$ cat src/rtl/wave_playback.sv
// Replays buffered (timestamp, value) records onto an 8-bit output as a free-running
// cycle counter reaches each record's timestamp; serves as a hardware stimulus source.
module wave_playback #(
    parameter int DATA_W = 8,
    parameter int TS_W   = 16,
    parameter int DEPTH  = 4
) (
    input  logic              clk,
    input  logic              rst_n,
    input  logic              in_valid,
    output logic              in_ready,
    input  logic [TS_W-1:0]   in_time,
    input  logic [DATA_W-1:0] in_value,
    input  logic              start,
    input  logic              stop,
    output logic [DATA_W-1:0] out_value,
    output logic              out_change,
    output logic [TS_W-1:0]   cycle,
    output logic              busy,
    output logic              late_err
);
    localparam int AW = (DEPTH > 1) ? $clog2(DEPTH) : 1;

    typedef enum logic {IDLE, RUN} state_e;
    typedef struct packed {
        logic [TS_W-1:0]   ts;
        logic [DATA_W-1:0] val;
    } rec_t;

    state_e            state_q, state_d;
    logic [TS_W-1:0]   cycle_q, cycle_d;
    logic [DATA_W-1:0] out_value_q, out_value_d;
    logic              out_change_q, out_change_d;
    logic              late_q, late_d;
    logic [AW:0]       wr_ptr_q, wr_ptr_d, rd_ptr_q, rd_ptr_d;

    rec_t mem_q [DEPTH];
    rec_t head;
    logic full, empty, push;

    // Extra pointer MSB distinguishes full from empty when the index bits match.
    assign empty = (wr_ptr_q == rd_ptr_q);
    assign full  = (wr_ptr_q[AW] != rd_ptr_q[AW]) && (wr_ptr_q[AW-1:0] == rd_ptr_q[AW-1:0]);
    assign push  = in_valid && !full;
    assign head  = mem_q[rd_ptr_q[AW-1:0]];

    always_ff @(posedge clk) begin
        if (push) mem_q[wr_ptr_q[AW-1:0]] <= {in_time, in_value};
    end

    always_comb begin
        state_d      = state_q;
        cycle_d      = cycle_q;
        out_value_d  = out_value_q;
        out_change_d = 1'b0;
        late_d       = late_q;
        wr_ptr_d     = wr_ptr_q + {{AW{1'b0}}, push};
        rd_ptr_d     = rd_ptr_q;
        case (state_q)
            IDLE: begin
                if (stop) begin
                    wr_ptr_d = '0;
                    rd_ptr_d = '0;
                end else if (start) begin
                    state_d = RUN;
                    cycle_d = '0;
                    late_d  = 1'b0;
                end
            end
            RUN: begin
                if (stop) begin
                    // Flush also discards a record offered in the same cycle.
                    state_d  = IDLE;
                    wr_ptr_d = '0;
                    rd_ptr_d = '0;
                end else begin
                    if (cycle_q != {TS_W{1'b1}}) cycle_d = cycle_q + {{(TS_W-1){1'b0}}, 1'b1};
                    if (!empty && (head.ts <= cycle_q)) begin
                        rd_ptr_d     = rd_ptr_q + {{AW{1'b0}}, 1'b1};
                        out_value_d  = head.val;
                        out_change_d = 1'b1;
                        if (head.ts < cycle_q) late_d = 1'b1;
                    end
                end
            end
            default: state_d = IDLE;
        endcase
    end

    always_ff @(posedge clk or negedge rst_n) begin
        if (!rst_n) begin
            state_q      <= IDLE;
            cycle_q      <= '0;
            out_value_q  <= '0;
            out_change_q <= 1'b0;
            late_q       <= 1'b0;
            wr_ptr_q     <= '0;
            rd_ptr_q     <= '0;
        end else begin
            state_q      <= state_d;
            cycle_q      <= cycle_d;
            out_value_q  <= out_value_d;
            out_change_q <= out_change_d;
            late_q       <= late_d;
            wr_ptr_q     <= wr_ptr_d;
            rd_ptr_q     <= rd_ptr_d;
        end
    end

    assign in_ready   = !full;
    assign out_value  = out_value_q;
    assign out_change = out_change_q;
    assign cycle      = cycle_q;
    assign busy       = (state_q == RUN);
    assign late_err   = late_q;
endmodule

$ cat config.mk
export PLATFORM = sky130hd
export DESIGN_NAME = wave_playback
export DESIGN_NICKNAME = d
export VERILOG_FILES = /design/src/rtl/wave_playback.sv
export SDC_FILE = /design/constraint.sdc
export NUM_CORES = 1
export LEC_CHECK = 0
export CORE_MARGIN = 2
export CORE_UTILIZATION = 51
export CTS_CLUSTER_DIAMETER = 150
export DETAILED_ROUTE_END_ITERATION = 8
export PLACE_DENSITY = 0.72
export SETUP_SLACK_MARGIN = 0.1
export SYNTH_ARGS = -nofsm -noshare
export SYNTH_HDL_FRONTEND = slang
export SYNTH_SLANG_ARGS = --single-unit
$ cat constraint.sdc
create_clock -name clk -period 6.81 [get_ports clk]
set_input_delay 1.7025 -clock clk [delete_from_list [all_inputs] [get_ports clk]]
set_output_delay 1.7025 -clock clk [all_outputs]
set_load 0.05 [all_outputs]
Yosys cells after proc, flatten, opt, wreduce, memory -nomap -nowiden

Memory sizes are Yosys's and may differ from the RTL's.
Index checks and enable logic that the tools add are counted.
Widths: inputs -> output; s select.

Register bits: 33
RAM bits: 96
Input bits: 29
Output and inout bits: 28
Word-level logic and storage cells: 61
Memories kept: 1

Memories:

| name  | depth | bits a word | rd ports | clocked after memory_dff | wr ports | RTL line | source |
|---|---|---|---|---|---|---|---|
| mem_q | 4     | 24          | 1        | 0                        | 1        | 37       | `rec_t mem_q [DEPTH];` |

$add $sub $neg: 3
Magnitude comparators: 2
Eq/ne operators: 12
Mux-type cells: 25
Bitwise operators: 2
Reduce and logical (&&, ||, !) cells: 9

Operators by type and width:

| cell                  | count |
|---|---|
| $mux 16               | 4 |
| $pmux 16 s2           | 1 |
| $add 16x1->16 const B | 1 |
| $le 16x16->1          | 1 |
| $lt 16x16->1          | 1 |
| $ne 16x16->1 const B  | 1 |
| $mux 1                | 13 |
| $mux 3                | 4 |
| $ne 2x2->1 const B    | 4 |
| $ne 2x1->1 const B    | 3 |
| $pmux 3 s2            | 1 |
| $reduce_and 5->1      | 1 |
| $pmux 1 s2            | 2 |
| $reduce_and 4->1      | 1 |
| $add 3x1->3           | 1 |
| $add 3x1->3 const B   | 1 |
| $eq 3x3->1            | 1 |
| $logic_and 1x1->1     | 3 |
| $ne 3x2->1 const B    | 1 |
| $reduce_and 3->1      | 1 |
| $eq 2x2->1            | 1 |
| $logic_not 1->1       | 2 |
| $not 1->1             | 2 |
| $reduce_and 2->1      | 1 |
| $ne 1x1->1            | 1 |

Depth between registers and ports, before layout

Gate-level depths: netlist (run 1).

Word-level depth: 6
Mapped depth: 10
Mapped depth without buffers: 9

Worst setup path before layout (run 1)

Ideal clock, no wire load.

Path kind: input -> register
Start: input in_valid
End: memory mem_q[2][0] in the netlist's numbering, enable pin
Setup time: 0.440 ns
Arrival time: 3.650 ns
Required time: 6.370 ns
Path slack: 2.720 ns
Cell stages on the path: 2
Buffers on the path: 0
Cell sequence: nand2_1 > nor3b_1

Longest elaborated chain between the ends: 3

RTL lines:

| element                      | RTL line | source |
|---|---|---|
| start, declared              | 10       | `input logic in_valid,` |
| $logic_and 1x1->1            | 44       | `assign push = in_valid && !full;` |
| $mux 1                       | 48       | `if (push) mem_q[wr_ptr_q[AW-1:0]] <= {in_time, in_value};` |
| $mux 1 (implied by the code) | 48       |  |
| end, declared                | 37       |  |

No other way between the ends.

Worst setup path in the final report (run 1)

Start: register rd_ptr_q[0]
End: output in_ready

Longest elaborated chain between the ends: 3

RTL lines:

| element                | RTL line | source |
|---|---|---|
| start, declared        | 35       | `logic [AW:0] wr_ptr_q, wr_ptr_d, rd_ptr_q, rd_ptr_d;` |
| start signal, assigned | 106      | `rd_ptr_q <= rd_ptr_d;` |
| $eq 2x2->1             | 43       | `assign full = (wr_ptr_q[AW] != rd_ptr_q[AW]) && (wr_ptr_q[AW-1:0] == rd_ptr_q[AW-1:0]);` |
| $logic_and 1x1->1      | 43       |  |
| $logic_not 1->1        | 110      | `assign in_ready = !full;` |
| end, declared          | 11       | `output logic in_ready,` |

No other way between the ends.

==> reports/metrics.yaml, run 1 <==
leakage_nw: 2.48
final_cell_mix: "edfxtp_1, clkdlybuf4s50_1, dfrtp_1"
p_clk_share_pct: 43.1
relSlewSlack_pct: 20.7
place_congestion: 0.925
critPathMaxStageDelay_ns: 0.81
clockBufferDepth: 2
synth-compound-area-share_pct: 8.81
placedCellCount: 594
p_int_mw: 1.52
syn2layout_area_growth_pct: 21.9
core_area_sq_um: 11400
grt_pass1_vias: 3732
cts_setup_buffers: 0
status: "completed"
fin_crit_sh_pct: 62.4
clk_transition_reported_paths_ns: 0.06
drt-wirelength-per-cell_um: 18.6
syn_avg_cell_area_sq_um: 14.6
synth_top_family_by_area: "simple AND/OR/NAND/NOR gates"
tns_ns: 0
hpwl_um: 7610
synth-xor-area-share_pct: 1.19
synth_area_sq_um: 5890
drv_slew: 0
yosysUniqueCellTypes: 54
die_y_um: 112
antenna_found_initial: 0
ys_ff_latch: 129
grt_max_degree: 34
fmax_ghz: 0.235
synth-edff-count: 96
routed_via_density: 5.91
synthFlopType: "edfxtp_1"
yosysWarnings: 0
first_pass_iters: 5
start_kind: "register"
crit_chain: "buf_4 > xor2_1 > nor2_1 > nand2_1 > clkdlybuf4s50_1"
seq_power_share_pct: 45.4
drive_gt1_share_pct: 16.4
core.rowCount: 39
max-vdd-ir-drop_uv: 154
instances_no_fill: 626
die_x_um: 112
required_ns: 5.11
clk_latency_ns: 0.41
crit_fanout: 28
cp_top_family: "buffers and inverters"
fin_util_pct: 63.2
seqCellArea_sq_um: 3710
drc_errors: 0
synth-simple-area-share_pct: 10.3
synthesis.nets: 453
ctsRootBufferMaster: "clkbuf_16"
routed_wl_um: 11600
worst_pin_slew_ns: 1.19
num_vias: 3702
fin_nets: 519
final_common_cell: "edfxtp_1"
h-tree-depth: 4
grtUsageTotal_pct: 20.1
grt_pass1_wl_um: 19300
synth_mux_area_share_pct: 9.59
cellPowerDensity_nw_per_um2: 278
drtIter0Drc: 342
initial_core_util_pct: 51.8
cp_num_buf_inv: 2
yosysSeqAreaShare_pct: 62.9
crit_type: "reg -> out"
crit_arrival_ns: 2.54
hp-class: "reg -> reg"
rsz0062_at_grt: "no"
antennaDiodeCount: 0
placed_area_sq_um: 6620
hold_ws_ns: 0.524
synthArstFlopShare_pct: 25.6
synthAdderAreaFrac_pct: 4.25
cts.repair.resized: 0
clock_sinks: 129
p_switching_mw: 0.483
setup_violations: 0
fillers: 858
io_buffer_count: 56
multi_input_area_sq_um: 2030
grt_overflow_total: 0
hold_viol_final: 0
ios: 57
final_area_sq_um: 7190
synthesis.instances: 404
finalClockSkew_ns: 0.00425
period_needed_ns: 4.25
power.share.switching_pct: 24.1
hold_buffers: 0
end_kind: "output port"
cts_buffers: 17
die_area_sq_um: 12400
cts_tree: "yes"
crit_slowest_cell: "clkdlybuf4s50_1"
power_frac_comb_pct: 11.6
final_antenna_net_count: 0
maxCapViolCount: 0
-- kinds of logic (layout without fill, tap and decap cells) --
family | count (synthesis) | in the layout
AOI/OAI and AO/OA | 69 | 69
DFF | 129 | 129
buffers and inverters | 38 | 117
and+or+nand+nor | 114 | 114
xor gates and xnor gates | 8 | 8
muxes | 26 | 26
adders and majority gates | 20 | 20
-- power by group through the flow --
stage	Clock [mW]	Combinational, mW	Sequential [mW]
finish	0.862	0.231	0.907
global route	0.914	0.253	0.911
CTS	0.880	0.233	0.908
detailed placement	0	0.232	0.923
global placement	0	0.225	0.920
floorplan	0	0.127	0.944
-- cell usage after synthesis (all sizes together), types with 3 or more instances --
cell	number	area (sq um)
inv	21	78.8
and4	3	31.3
edfxtp	96	2880
mux4	24	541
nand3	16	80.1
nand4	16	106
xor2	3	26.3
nor2	21	78.8
o21a	9	67.6
ha	20	250
nor3	7	40.0
nand2	27	101
a21oi	15	78.8
buf	10	67.6
and2	3	18.8
nor3b	3	22.5
a21o	3	22.5
dfrtp	33	826
clkbuf	7	26.3
o311ai	9	78.8
o31ai	4	43.8
nor2b	4	25.0
or4	3	22.5
xnor2	5	43.8
o21ai	16	80.1
nor4	3	25.0
or3	3	18.8
-- worst paths after layout --
check,startpoint,to,slack (ns),depth (start not counted)
worst max-delay path,rd_ptr_q[0],in_ready,2.56,5
worst min register to register,late_err,late_err,0.52,2
worst min-delay path,late_err,late_err,0.52,2
worst max register to register,rd_ptr_q[0],rd_ptr_q[0],3.26,8
min in group asynchronous,rst_n,cycle[5],1.70,2
max in group asynchronous,rst_n,wr_ptr_q[1],4.80,2
-- per-stage QoR --
stage	setup WS (ns)	power, mW
5_1_grt	2.37	2.08
3_3_place_gp	2.72	1.15
4_1_cts	2.49	2.02
6_report	2.56	2.00
3_5_place_dp	2.60	1.16
2_1_floorplan	2.72	1.07
-- registers in the layout, indices dropped and copies added (netlist names) --
| register | flops |
|---|---|
| late_err | 1 |
| cycle | 16 |
| out_change | 1 |
| rd_ptr_q | 3 |
| mem_q | 96 |
| busy | 1 |
| wr_ptr_q | 3 |
| out_value | 8 |
-- tightest hold or removal path, stage by stage (launching register included) --
cell     delay [ns]
dfrtp_1        0.36
a41oi_1        0.05
nor2_1         0.08
-- area by class of cell --
type,instances,share of cell area (%)
sequential,129,51.6
clock inverter,14,1.98
clock buffer,18,5.97
inverter,21,1.10
multi-input combinational,237,28.2
timing repair buffer,64,8.64
tap,143,2.49
-- layer usage --
layer | vias up | wire length, um | track usage (%)
li1 | 1725 | - | -
met1 | 1850 | 5070 | 27.0
met2 | 113 | 5750 | 32.0
met3 | 14 | 667 | 4.90
met4 | 0 | 145 | 7.65
met5 | - | 0 | 0
No activity file was read; power rests on OpenSTA's default activity.
==> inputs of run 2 (changes only) <==
==> constraint.sdc (replaced) <==
create_clock -name clk -period 4.4 [get_ports clk]
set_input_delay 1.1 -clock clk [delete_from_list [all_inputs] [get_ports clk]]
set_output_delay 1.1 -clock clk [all_outputs]
set_load 0.05 [all_outputs]
==> run 2 against run 1 <==
- non-clock buffer count rose by 3
- sequential share of layout area down 0.34 points
- critical endpoint unchanged
- count of clock-buffer cells in the layout is 1 lower
- critical path depth fell by 1
- wire length increased by 3.2%
- largest power group unchanged
==> reports/metrics.yaml, run 2 (synthesized netlist as in run 1, its figures left out) <==
status: "completed"
num_vias: 3681  # -0.57%
die_area_sq_um: 12400  # unchanged
max-vdd-ir-drop_uv: 276  # +79%
p_clk_share_pct: 44.2  # +1.1 points
hold_start: "late_err"
antenna_found_initial: 0  # unchanged
die_x_um: 112  # unchanged
clk_transition_reported_paths_ns: 0.06  # about the same
placed_area_sq_um: 6640  # +0.34%
critPathMaxStageDelay_ns: 0.81  # about the same
grt_max_degree: 34  # unchanged
drt-wirelength-per-cell_um: 19.1  # +2.7%
fillers: 821  # -4.3%
required_ns: 3.30  # -1.81 ns
maxCapViolCount: 0  # unchanged
crit_fanout: 16  # -43%
cp_num_cells: 4  # -1
cts_buffers: 17  # unchanged
fmax_ghz: 0.271
hold_buffers: 0  # unchanged
worst_pin_slew_ns: 0.891  # -0.296 ns
power_frac_comb_pct: 11.4  # -0.2 points
start_kind: "register"
final_area_sq_um: 7230  # +0.66%
cp_num_buf_inv: 1  # -1
crit_type: "reg -> out"
io_buffer_count: 56  # unchanged
cts_setup_buffers: 0  # unchanged
cts_tree: "yes"
clockBufferDepth: 2  # unchanged
final_antenna_net_count: 0  # unchanged
drtIter0Drc: 331  # -3.2%
h-tree-depth: 4  # unchanged
rr_worst_depth: 8  # unchanged
end_kind: "output port"
final_cell_mix: "edfxtp_1, clkdlybuf4s50_1, dfrtp_1"
antennaDiodeCount: 0  # unchanged
crit_chain: "xor2_1 > nor2_1 > nand2_1 > clkdlybuf4s50_1"
final_common_cell: "edfxtp_1"
tns_ns: 0  # unchanged
hpwl_um: 7940  # +4.3%
p_switching_mw: 0.793  # +64%
instances_no_fill: 629  # +0.48%
rsz0062_at_grt: "no"
period_needed_ns: 3.69
routed_via_density: 5.85  # -1.0%
cp_top_family: "flip-flops"
drc_errors: 0  # unchanged
p_int_mw: 2.37  # +56%
cellPowerDensity_nw_per_um2: 438  # +57%
relSlewSlack_pct: 40.3  # +20 points
initial_core_util_pct: 51.8  # unchanged
routed_wl_um: 12000  # +3.2%
crit_slowest_cell: "dfrtp_1"
setup_violations: 0  # unchanged
first_pass_iters: 5  # unchanged
finalClockSkew_ns: 0.00861  # +0.00435 ns
place_congestion: 0.897  # -3.1%
hp-class: "reg -> reg"
ios: 57  # unchanged
grt_pass1_wl_um: 19200  # -0.71%
die_y_um: 112  # unchanged
clock_sinks: 129  # unchanged
grtUsageTotal_pct: 20.2  # +0.12 points
core.rowCount: 39  # unchanged
drive_gt1_share_pct: 17.3  # +0.93 points
core_area_sq_um: 11400  # unchanged
grt_pass1_vias: 3637  # -2.5%
clk_latency_ns: 0.41  # about the same
drv_slew: 0  # unchanged
syn2layout_area_growth_pct: 22.7
worstHoldPathCells: 2  # unchanged
largest_reg_flops: 96  # unchanged
placedCellCount: 597  # +0.51%
grt_overflow_total: 0  # unchanged
power.share.switching_pct: 25.0  # +0.92 points
fin_nets: 522  # +0.58%
leakage_nw: 2.53  # +1.7%
cts.repair.resized: 0  # unchanged
r2r-start: "rd_ptr_q[0]"
cp-startpoint: "rd_ptr_q[1]"
fin_crit_sh_pct: 83.9
hold_viol_final: 0  # unchanged
seq_power_share_pct: 44.4  # -1.0 points
crit_arrival_ns: 2.59  # +0.05 ns
ctsRootBufferMaster: "clkbuf_16"
-- run 2: worst paths after layout --
path                                    end  slack [ns]
worst max-delay path               in_ready        0.71
worst min-delay path               late_err        0.51
worst max register to register  rd_ptr_q[0]        0.95
worst min register to register     late_err        0.51
max in group asynchronous       rd_ptr_q[0]        2.99
min in group asynchronous         cycle[11]        1.10
-- run 2: area by class of cell --
cell class                 count  area [sq um]  share of cell area (%)
clock inverter                15           171                    2.37
tap                          143           179                    2.47
inverter                      21          78.8                    1.09
clock buffer                  17           425                    5.88
sequential                   129          3710                    51.3
multi-input combinational    237          2030                    28.0
timing repair buffer          67           643                    8.89
-- run 2: power by group through the flow --
stage	combinational [mW]	sequential, mW	clock (mW)
finish	0.362	1.41	1.40
global route	0.395	1.41	1.48
CTS	0.364	1.41	1.42
detailed placement	0.362	1.43	0
global placement	0.353	1.43	0
floorplan	0.196	1.46	0
-- run 2: through the flow --
| stage | setup slack, ns | hold slack [ns] | power, mW | util (%) |
|---|---|---|---|---|
| floorplan | 0.624 | 0.528 | 1.66 | - |
| global placement | 0.997 | 0.509 | 1.78 | 58.4 |
| detailed placement | 0.957 | 0.500 | 1.79 | 58.4 |
| CTS | 0.679 | 0.517 | 3.19 | 63.6 |
| global route | 0.584 | 0.553 | 3.28 | 63.6 |
| finish | 0.708 | 0.510 | 3.17 | 63.6 |
-- run 2: tightest hold or removal path: stages (launching register included) --
cell and delay (ns):
dfrtp_1 0.35, a41oi_1 0.05, nor2_1 0.07
-- run 2: metal layers --
metal	part of all wire [%]	global-route usage, %	wire, um	up-vias
li1	-	-	-	1732
met1	46	27.7	5490	1830
met2	49	32.3	5900	113
met3	4.2	5.33	508	6
met4	0.78	5.76	93	0
met5	0	0	0	-
==> inputs of run 3 (changes only) <==
--- a/config.mk
+++ b/config.mk
@@ -9,7 +9,7 @@
 export CORE_UTILIZATION = 51
 export CTS_CLUSTER_DIAMETER = 150
 export DETAILED_ROUTE_END_ITERATION = 8
-export PLACE_DENSITY = 0.72
+export PLACE_DENSITY = 0.75
 export SETUP_SLACK_MARGIN = 0.1
 export SYNTH_ARGS = -nofsm -noshare
 export SYNTH_HDL_FRONTEND = slang
==> constraint.sdc (replaced) <==
create_clock -name clk -period 3 [get_ports clk]
set_input_delay 0.75 -clock clk [delete_from_list [all_inputs] [get_ports clk]]
set_output_delay 0.75 -clock clk [all_outputs]
set_load 0.05 [all_outputs]
==> run 3 against run 2 <==
- register-to-register slack got worse by 0.91 ns
- sequential power increased by 47%
- critical path depth is 4 higher
- clock skew shrank 0.0034 ns
- setup slack lost 0.67 ns
- hold slack better by 0.0038 ns
- flip-flop and latch count did not move
- wire length up 10%
- count of clock-buffer cells in the layout is 1 higher
- global-route usage increased by 1.5 points
- critical path type is now reg -> reg
==> reports/metrics.yaml, run 3 (synthesized netlist as in run 1, its figures left out) <==
status: "completed"
clock_sinks: 129  # unchanged
routed_via_density: 6.03  # +3.1%
crit_fanout: 6  # -10
finalWorstSetupSlack_ns: 0.0372  # -0.671 ns
crit_slowest_cell: "mux4_2"
relSlewSlack_pct: 65.2  # +25 points
clockBufferDepth: 2  # unchanged
leakage_nw: 2.68  # +5.9%
grt_pass1_wl_um: 20400  # +6.3%
h-tree-depth: 4  # unchanged
fin_nets: 537  # +2.9%
core_area_sq_um: 11400  # unchanged
fin_util_pct: 67.5  # +3.9 points
hold_buffers: 0  # unchanged
ios: 57  # unchanged
antenna_found_initial: 0  # unchanged
largest_reg_flops: 96  # unchanged
hold_viol_final: 0  # unchanged
grtUsageTotal_pct: 21.7  # +1.5 points
crit_chain: "clkbuf_16 > mux4_2 > ha_4 > a21oi_2 > o21ai_2 > a2111o_1 > o41ai_4 > mux2_4"
start_kind: "register"
setup_violations: 0  # unchanged
fin_crit_sh_pct: 98.8
drv_slew: 0  # unchanged
grt_pass1_vias: 3845  # +5.7%
required_ns: 3.31  # about the same
hpwl_um: 8030  # +1.1%
final_area_sq_um: 7680  # +6.2%
io_buffer_count: 56  # unchanged
finalClockSkew_ns: 0.00521  # -0.00339 ns
routed_wl_um: 13200  # +10%
die_y_um: 112  # unchanged
drt-wirelength-per-cell_um: 20.5  # +7.4%
antennaDiodeCount: 0  # unchanged
clk_latency_ns: 0.43  # +0.02 ns
placed_area_sq_um: 6850  # +3.2%
drtIter0Drc: 352  # +6.3%
critPathMaxStageDelay_ns: 0.54  # -0.27 ns
initial_core_util_pct: 51.8  # unchanged
pre_cts_ws_ns: 0.0898  # -0.868 ns
cellPowerDensity_nw_per_um2: 635  # +45%
drc_errors: 0  # unchanged
clk_transition_reported_paths_ns: 0.06  # about the same
end_kind: "register"
grt_overflow_total: 0  # unchanged
final_cell_mix: "edfxtp_1, clkdlybuf4s50_1, dfrtp_1"
num_vias: 3886  # +5.6%
cp_num_buf_inv: 1  # unchanged
maxCapViolCount: 0  # unchanged
worst_pin_slew_ns: 0.517  # -0.374 ns
final_antenna_net_count: 0  # unchanged
rsz0062_at_grt: "yes"
place_congestion: 0.857  # -4.4%
ctsRootBufferMaster: "clkbuf_16"
final_common_cell: "edfxtp_1"
first_pass_iters: 7  # +2
hp-class: "reg -> reg"
crit_type: "reg -> reg"
fmax_ghz: 0.338
grt_max_degree: 34  # unchanged
cts_tree: "yes"
max-vdd-ir-drop_uv: 526  # +90%
cts_buffers: 17  # unchanged
drive_gt1_share_pct: 24.6  # +7.3 points
cp_top_family: "compound AO/OA/AOI/OAI gates"
period_needed_ns: 2.96
die_x_um: 112  # unchanged
tns_ns: 0  # unchanged
die_area_sq_um: 12400  # unchanged
syn2layout_area_growth_pct: 30.3
core.rowCount: 39  # unchanged
crit_arrival_ns: 3.27  # +0.68 ns
[run 3: changes by cell type in the layout (fill, tap and decap cells not counted), sizes merged]
cell           previous run  this run
clkdlybuf4s50            56        55
clkbuf                   17        19
clkinvlp                  1         2
inv                      28        23
buf                      11        26
clkinv                    5         6
bufinv                    2         4
[run 3: tightest hold or removal path: stages, from the launching register on]
cell and delay [ns]:
dfrtp_1 0.35, a41oi_1 0.05, nor2_1 0.07
[run 3: per-layer routing]
metal	up-vias	wire [um]	track usage (%)
met5	-	0	0
met4	0	339	10.3
met3	26	654	4.74
met2	161	6650	35.5
met1	1939	5550	28.0
li1	1760	-	-
[run 3: cell type report]
class / instances / area [sq um]
repair buffers: 82 / 841
well taps: 143 / 179
multi-input cells: 237 / 2250
inverters: 21 / 78.8
fillers: 776 / 3690
flip-flops and latches: 129 / 3710
clock buffers: 18 / 429
clock inverters: 14 / 188
[run 3: through the flow]
| stage | hold WS [ns] | power, mW | std cells |
|---|---|---|---|
| after floorplan | 0.454 | 2.46 | 404 |
| after global routing | 0.596 | 5.04 | 644 |
| final | 0.514 | 4.88 | 644 |
| after detailed placement | 0.500 | 2.68 | 608 |
| after CTS | 0.516 | 4.85 | 642 |
| after global placement | 0.516 | 2.66 | 608 |
[run 3: final timing paths]
| check | start | end | slack (ns) | cells after the start |
|---|---|---|---|---|
| hold / removal | late_err | late_err | 0.51 | 2 |
| hold reg to reg | late_err | late_err | 0.51 | 2 |
| setup reg to reg | rd_ptr_q[0] | rd_ptr_q[0] | 0.04 | 8 |
| max in group asynchronous | rst_n | rd_ptr_q[0] | 1.93 | 2 |
| setup / recovery | rd_ptr_q[0] | rd_ptr_q[0] | 0.04 | 8 |
| min in group asynchronous | rst_n | out_value[5] | 0.74 | 2 |
[run 3: where the power goes]
group	total, mW	internal, mW	leakage (nW)	switching (mW)
Sequential	2.07	2.02	1.30	0.0476
Combinational	0.664	0.296	1.08	0.369
Clock	2.14	1.38	0.296	0.758
[run 3: timing repair]
action | 4_1_cts | 5_1_grt
cloned | 1 | 0
buffers inserted | 1 | 2
setup endpoints to repair | 11 | 13
gates resized for setup | 12 | 25
pin swaps | 0 | 6
endpoints found under the hold margin | 0 | 0
==> variant (settings of run 3) <==
Reset style: synchronous (`rst_n`), changed in one clocked block.
--- a/src/rtl/wave_playback.sv
+++ b/src/rtl/wave_playback.sv
@@ -88,5 +88,5 @@
     end
 
-    always_ff @(posedge clk or negedge rst_n) begin
+    always_ff @(posedge clk) begin
         if (!rst_n) begin
             state_q      <= IDLE;
Check against the original RTL: differs if rst_n is asserted again (counterexample within 4 cycles, from zero or initial values and one cycle with rst_n low); with rst_n held inactive, the same outputs for 4 cycles.
==> variant against run 3 <==
Synthesized area fell by 7.6%; global-route usage decreased by 2.5 points; sequential cell count grew 2; wire length down 21%; fmax rose by 3.1%; clock skew increased by 0.0031 ns; sequential share of layout area is 4.1 points higher; via count fell by 18%; first-iteration DRC count down 28%; cell area down 11%; setup slack improved by 0.090 ns; critical path type unchanged; largest cell class unchanged; highest routed layer unchanged.
Power is not compared: it rests on default switching activity, and its combinational part moved more than twofold at a synthesized area within 25%.
==> variant: results (changes against run 3) <==
synth:
  synth_compound_gate_area_share: 0.05511  # -0.03298
  synth_area_leaders: "edfxtp_1 (53%), dfxtp_1 (13%), mux4_2 (9.9%)"
  yosysSeqAreaShare: 0.6576  # +0.02847
  syn_nets: 405  # -11%
  synth_edf_count: 96  # unchanged
  yosys-top-cells-count: "edfxtp_1 (96), dfxtp_1 (35), mux4_2 (24)"
  yosysWarningCount: 0  # unchanged
  synth_cell_type_count: 43  # -20%
  synth_seq_cells: 131  # +1.6%
  synth_fa_ha_area_frac: 0.04592  # +0.003470
  synthArstFlopShare: 0  # -0.2558
  synth_mux_area_frac: 0.09920  # +0.003251
  synth_xor_area_frac: 0.02411  # +0.01222
power_and_ir_drop:
  p_leak_nw: 2.226
  pg_clk_w: 0.00188
  vdd_ir_drop_max_uv: 538.4
  pwr-share-seq: 0.490
route:
  wl_met3_um: 493  # -25%
  routed.top_layer: "met4"
  wl_met2_um: 5077  # -24%
  num_vias: 3198  # -18%
  drt_wl_total_um: 10360  # -21%
  dr.first_iter.drc_count: 255  # -28%
  wl_met1_um: 4652  # -16%
  drt_first_pass_iters: 5  # -2
timing:
  hold_viol: 0  # unchanged
  skew_ns: 0.008332  # +0.003118 ns
  max_slew_margin: 0.5871  # -0.06537
cts:
  clock_path_buffers: 2  # unchanged
  cts_root_buf: "clkbuf_8"
  clock_latency_ns: 0.52  # +0.09 ns
  numCtsBuffers: 17  # unchanged
layout:
  clk_share: 0.08035  # about the same
  largest_reg_flops: 96  # unchanged
  nets: 478  # -11%
  multi_input_area_um2: 1760  # -22%
  non_clock_buffer_count: 68  # -17%
  antenna_cells: 0  # unchanged
  nonClkBufAreaFrac: 0.1039  # -0.005574
  nMultiInputCombCells: 192  # -19%
  drive_above_1_share: 0.1923  # -0.05320
  nNonClkInverters: 19  # -9.5%
  seq-cell-share: 0.5236  # +0.04050
  fillerInstances: 718  # -7.5%
critical_path:
  cp_max_fo: 23  # +17
  cpPeakStageDelay_ns: 0.54  # about the same
  crit_family: "simple AND/OR/NAND/NOR gates"
  cp.arrival_ns: 3.32  # +0.05 ns
placement:
  dp_worst_setup_slack_ns: 0.1121  # +0.02229 ns
  hpwlAfterDp_um: 6504  # -19%
  routabilityCongestion: 0.8132  # -5.1%
  io_buffer_count: 56  # unchanged
global_routing:
  grt_usage: 0.1918  # -0.02542
  use_met2: 0.2957  # -0.05962
  grt_max_degree: 25  # -26%
  first_global_vias: 3221  # -16%
  met1_usage: 0.2665  # -0.01319
  grtUsageMet3: 0.05085  # +0.003488
  grt_pass1_wl_um: 16510  # -19%
run_status:
  status: "complete, no violations"
## variant: cell count changes in the layout (fill, tap and decap cells not counted), moves of 8 or more
cell	delta
dfxtp_1	+34
dfrtp_1	-32
buf_4	-12
xnor2_1	+10
nand3_1	-9
o211ai_1	+8
o21a_1	-8
o21ai_0	-8
## variant: worst paths after layout
check / endpoint / from / cells after the start / slack (ns)
setup / recovery: rd_ptr_q[2] / flop / 9 / 0.13
hold / removal: out_value[3] / out_value[3] / 2 / 0.51
setup reg to reg: rd_ptr_q[2] / flop / 9 / 0.13
hold reg to reg: out_value[3] / out_value[3] / 2 / 0.51
## variant: metrics by stage
stage / std cells / instance area, um^2
floorplan: 356 / 5470
global placement: 544 / 6222
detailed placement: 544 / 6222
CTS: 576 / 6777
global route: 578 / 6852
finish: 578 / 6852
## variant: repair_timing
item	in CTS	in global routing
cloned	0	1
setup buffers	0	1
setup endpoints to repair	3	6
pin swaps	2	4
resized for setup	1	8
